$ cat src/rtl/pio_edge_irq_deb.sv
// ---------------------------------------------------------------------------
// pio_edge_irq_deb
//
// Avalon-MM PIO slave for board buttons/switches. Each of the WIDTH inputs is
// brought into the clk domain by a 2-flop synchroniser. A per-channel debounce
// filter then accepts a new level only after DEBOUNCE_CYCLES consecutive
// differing samples. Rising and/or falling edges of the debounced level are
// latched in a write-1-to-clear capture register. A maskable level interrupt
// is raised from the captured bits.
//
// Register map (32-bit words, reads zero-extended, one-cycle read latency):
//   0 RO  stable        debounced input levels
//   1 RO  s2            raw synchronised input levels
//   2 RW  irq_mask      interrupt enable per channel
//   3 W1C edge_capture  latched edges; an edge in the same cycle wins
//   4 RW  rise_en       capture rising edges
//   5 RW  fall_en       capture falling edges
//   6,7   read 0, writes ignored
//
// Ports:
//   clk         system clock
//   reset_n     asynchronous active-low reset
//   address     Avalon word address
//   chipselect  slave select
//   write_n     active-low write strobe
//   writedata   write data, bits above WIDTH ignored
//   in_port     asynchronous external inputs
//   readdata    registered read data
//   irq         level interrupt, active high
// ---------------------------------------------------------------------------
module pio_edge_irq_deb #(
  parameter int unsigned       WIDTH           = 2,
  parameter int unsigned       DEBOUNCE_CYCLES = 16,
  parameter logic [WIDTH-1:0]  FALL_EN_RESET   = '1,
  parameter logic [WIDTH-1:0]  RISE_EN_RESET   = '0
) (
  input  logic              clk,
  input  logic              reset_n,
  input  logic [2:0]        address,
  input  logic              chipselect,
  input  logic              write_n,
  input  logic [31:0]       writedata,
  input  logic [WIDTH-1:0]  in_port,
  output logic [31:0]       readdata,
  output logic              irq
);

  localparam int unsigned CNT_W =
    (DEBOUNCE_CYCLES == 0) ? 1 : $clog2(DEBOUNCE_CYCLES + 1);
  localparam logic [CNT_W-1:0] CNT_LAST =
    CNT_W'((DEBOUNCE_CYCLES == 0) ? 0 : DEBOUNCE_CYCLES - 1);

  localparam logic [2:0] ADDR_DATA  = 3'd0;
  localparam logic [2:0] ADDR_RAW   = 3'd1;
  localparam logic [2:0] ADDR_MASK  = 3'd2;
  localparam logic [2:0] ADDR_EDGE  = 3'd3;
  localparam logic [2:0] ADDR_RISE  = 3'd4;
  localparam logic [2:0] ADDR_FALL  = 3'd5;

  logic [WIDTH-1:0] s1;
  logic [WIDTH-1:0] s2;
  wire  [WIDTH-1:0] stable;
  logic [WIDTH-1:0] prev_stable;
  logic [WIDTH-1:0] irq_mask;
  logic [WIDTH-1:0] edge_capture;
  logic [WIDTH-1:0] rise_en;
  logic [WIDTH-1:0] fall_en;

  logic [WIDTH-1:0] edge_det;
  logic [WIDTH-1:0] cap_clr;
  logic [WIDTH-1:0] rd_mux;
  logic             wr_en;

  // Upper writedata bits are intentionally ignored for narrow builds.
  logic unused_wdata;
  assign unused_wdata = ^writedata;

  // -------------------------------------------------------------------------
  // Synchroniser
  // -------------------------------------------------------------------------
  // NOTE: every clocked register uses <= so all flops sample pre-edge values;
  // blocking assignments here would collapse s1/s2 into a single stage.
  always_ff @(posedge clk or negedge reset_n) begin
    if (!reset_n) begin
      s1 <= '0;
      s2 <= '0;
    end else begin
      s1 <= in_port;
      s2 <= s1;
    end
  end

  // -------------------------------------------------------------------------
  // Per-channel debounce filter
  // -------------------------------------------------------------------------
  for (genvar g = 0; g < WIDTH; g++) begin : g_deb
    logic stable_q;
    assign stable[g] = stable_q;

    if (DEBOUNCE_CYCLES == 0) begin : g_bypass
      always_ff @(posedge clk or negedge reset_n) begin
        if (!reset_n) stable_q <= 1'b0;
        else          stable_q <= s2[g];
      end
    end else begin : g_filter
      logic [CNT_W-1:0] cnt;

      // NOTE: the run counters are reset along with the data path so a reset
      // in the middle of a debounce window never leaves a partial count.
      always_ff @(posedge clk or negedge reset_n) begin
        if (!reset_n) begin
          stable_q <= 1'b0;
          cnt      <= '0;
        end else if (s2[g] == stable_q) begin
          // Glitch back to the accepted level restarts the window.
          cnt      <= '0;
        end else if (cnt == CNT_LAST) begin
          stable_q <= s2[g];
          cnt      <= '0;
        end else begin
          cnt      <= cnt + 1'b1;
        end
      end
    end
  end

  // -------------------------------------------------------------------------
  // Edge detect and bus decode
  // -------------------------------------------------------------------------
  assign edge_det = (stable & ~prev_stable & rise_en) |
                    (~stable & prev_stable & fall_en);

  assign wr_en   = chipselect & ~write_n;
  assign cap_clr = (wr_en && address == ADDR_EDGE) ? writedata[WIDTH-1:0] : '0;

  // NOTE: rd_mux gets a default before the case so no address leaves it
  // unassigned, which would otherwise infer a latch.
  always_comb begin
    rd_mux = '0;
    case (address)
      ADDR_DATA: rd_mux = stable;
      ADDR_RAW:  rd_mux = s2;
      ADDR_MASK: rd_mux = irq_mask;
      ADDR_EDGE: rd_mux = edge_capture;
      ADDR_RISE: rd_mux = rise_en;
      ADDR_FALL: rd_mux = fall_en;
      default:   rd_mux = '0;
    endcase
  end

  // -------------------------------------------------------------------------
  // Control/status registers and registered read port
  // -------------------------------------------------------------------------
  always_ff @(posedge clk or negedge reset_n) begin
    if (!reset_n) begin
      prev_stable  <= '0;
      irq_mask     <= '0;
      edge_capture <= '0;
      rise_en      <= RISE_EN_RESET;
      fall_en      <= FALL_EN_RESET;
      readdata     <= '0;
    end else begin
      prev_stable  <= stable;
      // Set has priority over clear so an edge arriving with the W1C write
      // is never lost.
      edge_capture <= (edge_capture & ~cap_clr) | edge_det;
      if (wr_en) begin
        case (address)
          ADDR_MASK: irq_mask <= writedata[WIDTH-1:0];
          ADDR_RISE: rise_en  <= writedata[WIDTH-1:0];
          ADDR_FALL: fall_en  <= writedata[WIDTH-1:0];
          default:   ;
        endcase
      end
      // Read mux samples pre-write register values, independent of chipselect.
      readdata     <= 32'(rd_mux);
    end
  end

  // Decoded from registers only: no combinational path from in_port.
  assign irq = |(edge_capture & irq_mask);

endmodule

$ cat config.mk
export PLATFORM = sky130hd
export DESIGN_NAME = pio_edge_irq_deb
export DESIGN_NICKNAME = d
export VERILOG_FILES = /design/src/rtl/pio_edge_irq_deb.sv
export SDC_FILE = /design/constraint.sdc
export NUM_CORES = 1
export LEC_CHECK = 0
export CAP_MARGIN = 30
export CELL_PAD_IN_SITES_DETAIL_PLACEMENT = 1
export CELL_PAD_IN_SITES_GLOBAL_PLACEMENT = 1
export CORE_MARGIN = 5
export CORE_UTILIZATION = 35
export CTS_BUF_LIST = sky130_fd_sc_hd__clkbuf_4 sky130_fd_sc_hd__clkbuf_8
export DETAILED_ROUTE_END_ITERATION = 12
export DONT_BUFFER_PORTS = 1
export GPL_ROUTABILITY_DRIVEN = 0
export GPL_TIMING_DRIVEN = 0
export PLACE_DENSITY_LB_ADDON = 0.1
export SLEW_MARGIN = 20
export SYNTH_ARGS = -nofsm -noshare
export SYNTH_HDL_FRONTEND = slang
export SYNTH_SLANG_ARGS = --single-unit
$ cat constraint.sdc
create_clock -name clk -period 1.5 [get_ports clk]
set_input_delay 0.45 -clock clk [delete_from_list [all_inputs] [get_ports clk]]
set_output_delay 0.45 -clock clk [all_outputs]
set_load 0.02 [all_outputs]
After elaboration in Yosys (flattened, before gate mapping)
Cells that the tools add are included.
{"block": "word_totals", "regBits": 28, "in_bits": 41, "out_inout_bits": 33, "word_cells": 52}
{"block": "op_classes", "n_addsub": 2, "eq_ne": 9, "n_mux": 6, "bitwise_logic": 15, "n_reduce_logical": 8}
{"op": "$mux 5", "n": 4}
{"op": "$and 2x2->2", "n": 6}
{"op": "$pmux 2 s6", "n": 1}
{"op": "$add 5x1->5 const B", "n": 2}
{"op": "$eq 5x4->1 const B", "n": 2}
{"op": "$reduce_and 2->1", "n": 5}
{"op": "$eq 3x2->1 const B", "n": 2}
{"op": "$eq 3x3->1 const B", "n": 2}
{"op": "$not 2->2", "n": 3}
{"op": "$or 2x2->2", "n": 2}
{"op": "$eq 3x1->1 const B", "n": 1}
{"op": "$logic_not 3->1", "n": 1}
{"op": "$not 1->1", "n": 3}
{"op": "$eq 1x1->1", "n": 2}
{"op": "$mux 2", "n": 1}
{"op": "$reduce_or 2->1", "n": 1}
{"op": "$and 1x1->1", "n": 1}
{"op": "$logic_and 1x1->1", "n": 1}

Depth between registers and ports, before layout
Gate-level depths: netlist of run 1.
{"block": "logic_depth", "depth_word": 7, "depth_mapped": 4, "depth_no_buf": 4}

Least setup slack after synthesis of run 1
No wires, ideal clock.
{"block": "synth_path", "kind": "input-to-reg", "start": "input port address[0]", "end": "register irq_mask[0]", "setup_time_ns": 0.125, "t_arrival_ns": 1.207, "required_ns": 1.375, "slack_ns": 0.168, "path_stages": 3, "n_path_buf": 1, "path_cell_list": "buf_4 > and3b_4 > mux2_2"}
{"block": "synth_between", "elab_chain_len": 2}
{"item": "from (decl)", "line_no": "39", "rtl": "input logic [2:0] address,"}
{"item": "$eq 3x2->1", "line_no": "168", "rtl": "case (address)"}
{"item": "$reduce_and 2->1 (no source line)"}
{"item": "to (signal assigned)", "line_no": "169", "rtl": "ADDR_MASK: irq_mask <= writedata[WIDTH-1:0];"}
{"item": "to (decl)", "line_no": "64", "rtl": "logic [WIDTH-1:0] irq_mask;"}
Every way passes these cells.
A chain may end at the register's enable or synchronous reset.

Final worst setup path of run 1
{"block": "layout_path", "start": "register irq_mask[0]", "end": "output port irq"}
{"block": "layout_between", "elab_chain_len": 2}
{"item": "$and 2x2->2", "line_no": "181", "rtl": "assign irq = |(edge_capture & irq_mask);"}
{"item": "$reduce_or 2->1", "line_no": "181"}
{"item": "to (decl)", "line_no": "45", "rtl": "output logic irq"}
Every way passes these cells.

==> impl_metrics.ini, run 1 <==
[yosys]
synth-simple-area-share_pct = 13.65
yosysWarnings = 0
ys_types = 29
synth-compound-area-share_pct = 5.751
synth_seq_cells = 28
synthAdderAreaFrac_pct = 1.717
synth_area_leaders = dfrtp_1, buf_4, mux2_2
yosysSeqAreaShare_pct = 48.24
synth_top_area_share_pct = 44.64
synth_xor_area_share_pct = 3.605
synthesis.area_um2 = 1458
postSynthCellCount = 124
synth_top_family_by_area = buffers and inverters
synthMuxAreaShare_pct = 10.56
synth_area_leader_cell = dfrtp_1
avgSynthCellArea_um2 = 11.76

[detailed_routing]
ant_nets = 0
vias = 885
wire_per_inst_um = 12.66
firstDrtPassIters = 2
drt_iter0_markers = 38
wirelength_um = 2658
vias_per_cell = 4.214
drc_errors = 0

[clock_network]
htree_num_levels = 1
cts_buffers = 3
clock-root-buffer = clkbuf_8
insertion_delay_ps = 270
clockBufferDepth = 2
cts_tree = done
cts_num_sinks = 28
clk_pin_slew_worst_paths_ps = 90

[final_layout]
nFillCells = 476
n_antenna_cell = 0
drive_gt1_share_pct = 36.25
register_area_um2 = 703.2
area_delta_synth_final_pct = 18.88
multi_input_area_um2 = 635.6
nNetsFinal = 204
final_cell_mix = buf_4, conb_1, dfrtp_1
final_common_cell = buf_4
final_util_pct = 43.01

[timing]
finalSetupViolCount = 0
final-hold-violation-count = 0
fmax_ghz = 0.6908
min_period_ps = 1448
finalCritPeriodShare_pct = 96.50
holdWs_ps = 198.9
drv_slew = 0
fin_skew_ps = 6.125
tns_ps = 0
rsz0062_at_grt = no

[critical_path]
reg2reg_from = g_deb[1].g_filter.cnt[0]$_DFF_PN0_
path_max_fanout = 3
setup.worst_path.class = reg -> out
critPathTopFamily = flip-flops
cp_data_arrival_time_ps = 1000
reg2regPathDepth = 4
crit_path_end_kind = primary output
r2r-end = g_deb[1].stable_q$_DFFE_PN0P_
reg2reg_slack_ps = 240
cp_cell_sequence = a22o_4
crit_buf_inv = 0
path_depth = 1
slowest_stage = dfrtp_1
slowest_delay_ps = 430
cp-start-kind = flop
crit_required_ps = 1050

[power]
comb_power_share_pct = 18.0
p_sw_share_pct = 25.68
p_total_mw = 1.633
power_leakage_nw = 0.9318
max-vdd-ir-drop_mv = 0.5862
seqPwrFrac_pct = 54.3
intPower_mw = 1.214
clkPwrFrac_pct = 27.8
power_switching_uw = 419.5
power_density_nw_per_um2 = 942.6

[outcome]
status = completed

[die]
placementRows = 23
die-height_um = 74.54
core_um2 = 4029
die_area_um2 = 5555
die_w_um = 74.54
start_util_pct = 36.18
ios = 74

[global_routing]
antenna_found_initial = 0
grt_max_degree = 27
grt_overflow_total = 0
grt_pass1_wl_um = 4305
grt_pass1_vias = 912
grt_util_all_layers_pct = 10.31

[min_path]
hold_path.class = in -> reg
whs_path_depth = 0
whs_endpoint = s1[0]$_DFF_PN0_
hold_start = in_port[0]

[placement]
numPortBuffers = 0
hpwl_um = 2060

[job]
max-cap-violations = 0
==> sequential cells by signal, summed over array words and instances (netlist names) <==
signal              flops
g_deb.stable_q          2
readdata                2
g_deb.g_filter.cnt     10
irq_mask                2
s1                      2
prev_stable             2
rise_en                 2
edge_capture            2
fall_en                 2
s2                      2
==> area by class of cell <==
class | instances | area share [%]
multi-input combinational | 93 | 36.68
clock buffer | 4 | 3.177
sequential | 28 | 40.58
inverter | 1 | 0.2166
timing repair buffer | 3 | 2.310
tap | 50 | 3.610
buffer | 31 | 13.43
==> cell usage after synthesis, drive strengths merged <==
master,number
nor2,6
o21ai,5
a21oi,1
mux2,12
a31oi,1
xor2,6
inv,1
and2b,2
dfrtp,26
and3b,3
nand4,2
nor2b,1
nand3b,2
nand2,4
and2,4
a32oi,1
ha,2
buf,31
a21o,2
a22o,1
conb,1
and3,2
a221oi,1
nand3,5
dfstp,2
==> kinds of logic (layout without fill, tap and decap cells) <==
| kind of cell | Yosys count | count (layout) |
|---|---|---|
| XOR/XNOR | 6 | 6 |
| buffers and inverters | 32 | 39 |
| adder cells (fa/ha/maj) | 2 | 2 |
| flip-flops | 28 | 28 |
| AO/OA/AOI/OAI | 12 | 12 |
| multiplexers | 12 | 12 |
| AND/OR/NAND/NOR | 31 | 31 |
| other | 1 | 30 |
==> power groups by stage <==
stage               clock, mW  combinational, mW  sequential [mW]
floorplan                   0              0.247            0.883
global placement            0              0.261            0.900
detailed placement          0              0.264            0.900
CTS                     0.476              0.288            0.885
global route            0.510              0.324            0.897
finish                  0.454              0.293            0.886
==> worst max path at each step <==
stage / start / slack [ps] / endpoint
5_1_grt: irq_mask[0]$_DFFE_PN0P_ / 10 / irq
3_5_place_dp: address[0] / 130 / readdata[1]$_DFF_PN0_
2_1_floorplan: address[0] / 170 / irq_mask[0]$_DFFE_PN0P_
3_3_place_gp: address[0] / 140 / irq_mask[0]$_DFFE_PN0P_
6_report: irq_mask[0]$_DFFE_PN0P_ / 50 / irq
4_1_cts: irq_mask[0]$_DFFE_PN0P_ / 20 / irq
==> through the flow <==
| stage | instance area [um2] | setup slack (ps) | instances |
|---|---|---|---|
| 2_1_floorplan | 1567 | 168.2 | 153 |
| 3_3_place_gp | 1629 | 140.7 | 203 |
| 3_5_place_dp | 1629 | 129.9 | 203 |
| 4_1_cts | 1714 | 19.47 | 209 |
| 5_1_grt | 1733 | 14.53 | 210 |
| 6_report | 1733 | 52.49 | 210 |
==> layer usage <==
layer	vias to the layer above	track usage, %	part of all wire (%)
li1	435	-	-
met1	422	12.62	42
met2	24	17.46	50
met3	4	2.838	6.5
met4	0	3.557	1.5
met5	-	0	0
==> repair_timing <==
item	4_1_cts	5_1_grt
hold buffers	2	1
endpoints found under the hold margin	26	2
setup buffers	0	0
setup endpoints to repair	0	1
gates resized for setup	0	2
(Power assumes the default switching activity.)
==> run 2: changes to the inputs <==
CORE_UTILIZATION = 45   (was 35)
GPL_TIMING_DRIVEN = not set   (was 0)
==> run 2 against run 1 <==
Effect of this change:
- cell count decreased by 17%
- utilization increased by 5.0 points
- die area decreased by 19%
- critical path type unchanged
- largest power group unchanged
- largest cell class unchanged
- highest routed layer unchanged
- clock skew increased by 3.9 ps
- clock power decreased by 19%
- fmax decreased by 3.0%
==> impl_metrics.ini, run 2 (synthesis gave the netlist of run 1 again) <==
[final_layout]
top_register = g_deb.g_filter.cnt
fin_cells = 174
largest_reg_flops = 10
final_common_cell = conb_1
area_delta_synth_final_pct = 1.459
drive_gt1_share_pct = 22.31
n_antenna_cell = 0
final_cell_mix = conb_1, dfrtp_1, mux2_2
nNetsFinal = 174

[clock_network]
htree_num_levels = 1
clk_pin_slew_worst_paths_ps = 150
cts_tree = done
cts_buffers = 3
insertion_delay_ps = 330
cts_num_sinks = 28
clock-root-buffer = clkbuf_4
clockBufferDepth = 2

[detailed_routing]
drt_iter0_markers = 44
ant_nets = 0
vias_per_cell = 4.632
vias = 806
drc_errors = 0
firstDrtPassIters = 4
wire_per_inst_um = 14.16
wirelength_um = 2464

[global_routing]
antenna_found_initial = 0
busiest_layer = met2
grt_max_degree = 29
use_met3_pct = 3.204
use_met2_pct = 20.30
use_met1_pct = 13.41
grt_pass1_wl_um = 3912
grt_overflow_total = 0
grt_util_all_layers_pct = 11.87
grt_pass1_vias = 861

[power]
seqPwrFrac_pct = 59.4
clkPwrFrac_pct = 24.8
p_sw_share_pct = 27.39
power_density_nw_per_um2 = 1007
p_total_mw = 1.489
max-vdd-ir-drop_mv = 0.5852
power_switching_uw = 407.8
power_leakage_nw = 0.7616
comb_power_share_pct = 15.8
intPower_mw = 1.081

[critical_path]
slowest_stage = dfrtp_1
critPathTopFamily = flip-flops
crit_required_ps = 1050
path_max_fanout = 2
crit_path_end_kind = primary output
cp_data_arrival_time_ps = 1040
cp-start-kind = flop
crit_buf_inv = 0
cp_cell_sequence = a22o_4
slowest_delay_ps = 420
setup.worst_path.class = reg -> out

[timing]
holdWs_ps = 124.8
finalCritPeriodShare_pct = 99.49
finalSetupViolCount = 0
tns_ps = 0
rsz0062_at_grt = yes
fmax_ghz = 0.6701
fin_skew_ps = 10.00
min_period_ps = 1492
drv_slew = 0
final-hold-violation-count = 0

[placement]
post-place-cells = 166
hpwl_um = 1920
numPortBuffers = 0

[die]
placementRows = 20
start_util_pct = 47.36
ios = 74
core_um2 = 3078
die_area_um2 = 4478
die-height_um = 66.92
die_w_um = 66.92

[min_path]
hold_path.class = in -> reg

[outcome]
status = completed

[job]
max-cap-violations = 0
-- run 2: cell count changes in the layout (fill, tap and decap cells not counted), sizes merged --
cell | before | now
buf | 32 | 3
dlygate4sd3 | 2 | 1
-- run 2: stage by stage --
| stage | setup WS [ps] | instance area, um2 | utilization, % |
|---|---|---|---|
| 3_3_place_gp | 152.2 | 1389 | 45.12 |
| 3_5_place_dp | 139.8 | 1389 | 45.12 |
| 2_1_floorplan | 168.2 | 1567 | - |
| 6_report | 7.688 | 1479 | 48.05 |
| 4_1_cts | -9.798 | 1479 | 48.05 |
| 5_1_grt | -47.31 | 1479 | 48.05 |
-- run 2: path summary, 6_finish.rpt --
check / startpoint / to / slack, ps / cells past startpoint
max: edge_capture[0]$_DFF_PN0_ / irq / 8 / 1
min: in_port[0] / s1[0]$_DFF_PN0_ / 120 / 0
max reg2reg: g_deb[1].g_filter.cnt[0]$_DFF_PN0_ / g_deb[1].stable_q$_DFFE_PN0P_ / 190 / 4
min reg2reg: s1[1]$_DFF_PN0_ / s2[1]$_DFF_PN0_ / 370 / 0
max in group asynchronous: reset_n / fall_en[1]$_DFFE_PN1P_ / 720 / 2
min in group asynchronous: reset_n / g_deb[0].stable_q$_DFFE_PN0P_ / 530 / 2
-- run 2: power by group through the flow --
stage | Combinational [mW] | Sequential (mW) | Clock (mW)
2_1_floorplan | 0.247 | 0.883 | 0
6_report | 0.235 | 0.885 | 0.369
3_5_place_dp | 0.197 | 0.901 | 0
4_1_cts | 0.236 | 0.886 | 0.388
5_1_grt | 0.258 | 0.894 | 0.419
3_3_place_gp | 0.194 | 0.899 | 0
-- run 2: timing repair --
item                                    4_1_cts  5_1_grt
buffers inserted                              2        0
gates resized for setup                       2        0
endpoints found under the hold margin        28        0
endpoints found under the setup margin        1        1
pin swaps                                     1        0
hold buffers                                  2        0
-- run 2: cell type report --
cell class | count | area [um2]
Fill cell | 343 | 1599
Sequential cell | 28 | 703.2
Multi-Input combinational cell | 93 | 635.6
Tap cell | 44 | 55.05
Timing Repair Buffer | 4 | 45.04
Clock buffer | 4 | 36.28
Inverter | 1 | 3.754
-- run 2: layer usage --
metal  part of all wire, %  vias up
met3                   6.3        4
met4                   1.5        0
met2                    50       23
met5                     0        -
met1                    42      408
li1                      -      371
==> run 3: changes to the inputs <==
CELL_PAD_IN_SITES_DETAIL_PLACEMENT = 0   (was 1)
CELL_PAD_IN_SITES_GLOBAL_PLACEMENT = 2   (was 1)
CORE_UTILIZATION = 38   (was 45)
CTS_CLUSTER_SIZE = 40   (was not set)
TNS_END_PERCENT = 30   (was not set)
==> run 3 against run 2 <==
Effect of this change:
- worst hold slack improved by 78 ps
- wire length down 2.7%
- worst setup slack improved by 72 ps
- clock skew decreased by 8.9 ps
- clock power increased by 5.4%
- highest routed layer unchanged
==> impl_metrics.ini, run 3 (synthesis gave the netlist of run 1 again) <==
[outcome]
status = completed

[clock_network]
cts_buffers = 3
cts_tree = done
cts_num_sinks = 28
clockBufferDepth = 2
clock-root-buffer = clkbuf_8
clk_pin_slew_worst_paths_ps = 90
insertion_delay_ps = 270
htree_num_levels = 1

[timing]
drv_slew = 0
setup_ws_ps = 80.13
rsz0062_at_grt = no
finalSetupViolCount = 0
final-hold-violation-count = 0
fmax_ghz = 0.7043
finalCritPeriodShare_pct = 94.66
min_period_ps = 1420
fin_skew_ps = 1.146
tns_ps = 0

[placement]
numPortBuffers = 0
hpwl_um = 1746
place_worst_setup_slack_ps = 130.6

[global_routing]
grt_overflow_total = 0
grt_max_degree = 27
grt_pass1_wl_um = 3822
grt_pass1_vias = 770
grt_util_all_layers_pct = 9.717
antenna_found_initial = 0

[critical_path]
path_max_fanout = 3
setup.worst_path.class = reg -> out
cp_data_arrival_time_ps = 970
cp-start-kind = flop
cp_cell_sequence = a22o_2
crit_path_end_kind = primary output
critPathTopFamily = flip-flops
slowest_stage = dfrtp_1
slowest_delay_ps = 430
crit_buf_inv = 0
crit_required_ps = 1050

[final_layout]
drive_gt1_share_pct = 20.93
area_delta_synth_final_pct = 1.802
final_common_cell = conb_1
top_register = g_deb.g_filter.cnt
final_cell_mix = conb_1, dfrtp_1, mux2_2
nNetsFinal = 174
nFillCells = 374
n_antenna_cell = 0
largest_reg_flops = 10

[detailed_routing]
drt_iter0_markers = 34
wire_per_inst_um = 13.55
ant_nets = 0
vias = 776
vias_per_cell = 4.384
drc_errors = 0
wirelength_um = 2398
firstDrtPassIters = 4

[die]
core_um2 = 3689
die_w_um = 71.94
ios = 74
placementRows = 22
die-height_um = 71.94
die_area_um2 = 5175
start_util_pct = 39.52

[power]
power_leakage_nw = 0.7549
max-vdd-ir-drop_mv = 0.6530
power_density_nw_per_um2 = 1014

[min_path]
hold_path.class = in -> reg

[job]
max-cap-violations = 0
==> run 3: cell types whose count changed in the layout (fill, tap and decap cells not counted) <==
cell | before | now
clkbuf_4 | 3 | 0
clkbuf_8 | 1 | 3
a22o_2 | 0 | 1
a22o_4 | 1 | 0
buf_4 | 2 | 1
dlygate4sd3_1 | 1 | 2
==> run 3: cell type report <==
cell class                 count  area [um2]  area share [%]
clock buffer                   3       41.29           2.782
multi-input combinational     93       628.1           42.33
inverter                       1       3.754          0.2530
timing repair buffer           4       47.55           3.204
sequential                    28       703.2           47.39
tap                           48       60.06           4.047
==> run 3: layer usage <==
layer  track usage [%]  vias to the layer above  wire (um)
met2             15.10                       31       1141
met3             3.601                        2        180
li1                  -                      372          -
met4             2.505                        0         12
met1             12.82                      371       1064
met5                 0                        -          0
==> run 3: report_power, final <==
group	internal (mW)	switching (mW)	total, mW
Combinational	0.106	0.131	0.237
Clock	0.180	0.209	0.389
Sequential	0.827	0.0520	0.879
Total	1.11	0.393	1.51
==> run 3: final timing paths <==
path | startpoint | to | slack (ps) | depth (start not counted)
min in group asynchronous | reset_n | irq_mask[1]$_DFFE_PN0P_ | 640 | 2
max reg2reg | g_deb[0].g_filter.cnt[0]$_DFF_PN0_ | g_deb[0].stable_q$_DFFE_PN0P_ | 250 | 4
min | in_port[0] | s1[0]$_DFF_PN0_ | 200 | 0
max | edge_capture[1]$_DFF_PN0_ | irq | 80 | 1
min reg2reg | s1[1]$_DFF_PN0_ | s2[1]$_DFF_PN0_ | 360 | 0
max in group asynchronous | reset_n | s2[0]$_DFF_PN0_ | 710 | 2
==> run 3: worst reg2reg max path: cells and delay by family, from the launching register on <==
kind	cells	cell delay [ps]
adder cells (fa/ha/maj)	1	190
multiplexers	1	330
AND/OR/NAND/NOR	2	250
flip-flops	1	380
==> run 3: metrics by stage <==
step	hold WS, ps	cells	utilization, %	instance area [um2]	total power, mW
after global placement	155.4	170	37.79	1394	1.095
after detailed placement	155.4	170	37.79	1394	1.097
after floorplan	154.4	153	-	1567	1.130
final	203.2	177	40.23	1484	1.505
after CTS	0.3777	175	39.72	1465	1.523
after global routing	172.8	177	40.23	1484	1.604
==> run 3: repair_timing <==
action	4_1_cts	5_1_grt
hold endpoints to repair	26	2
buffers inserted	0	1
hold buffers	2	1
resized for setup	0	1
setup endpoints to repair	0	1
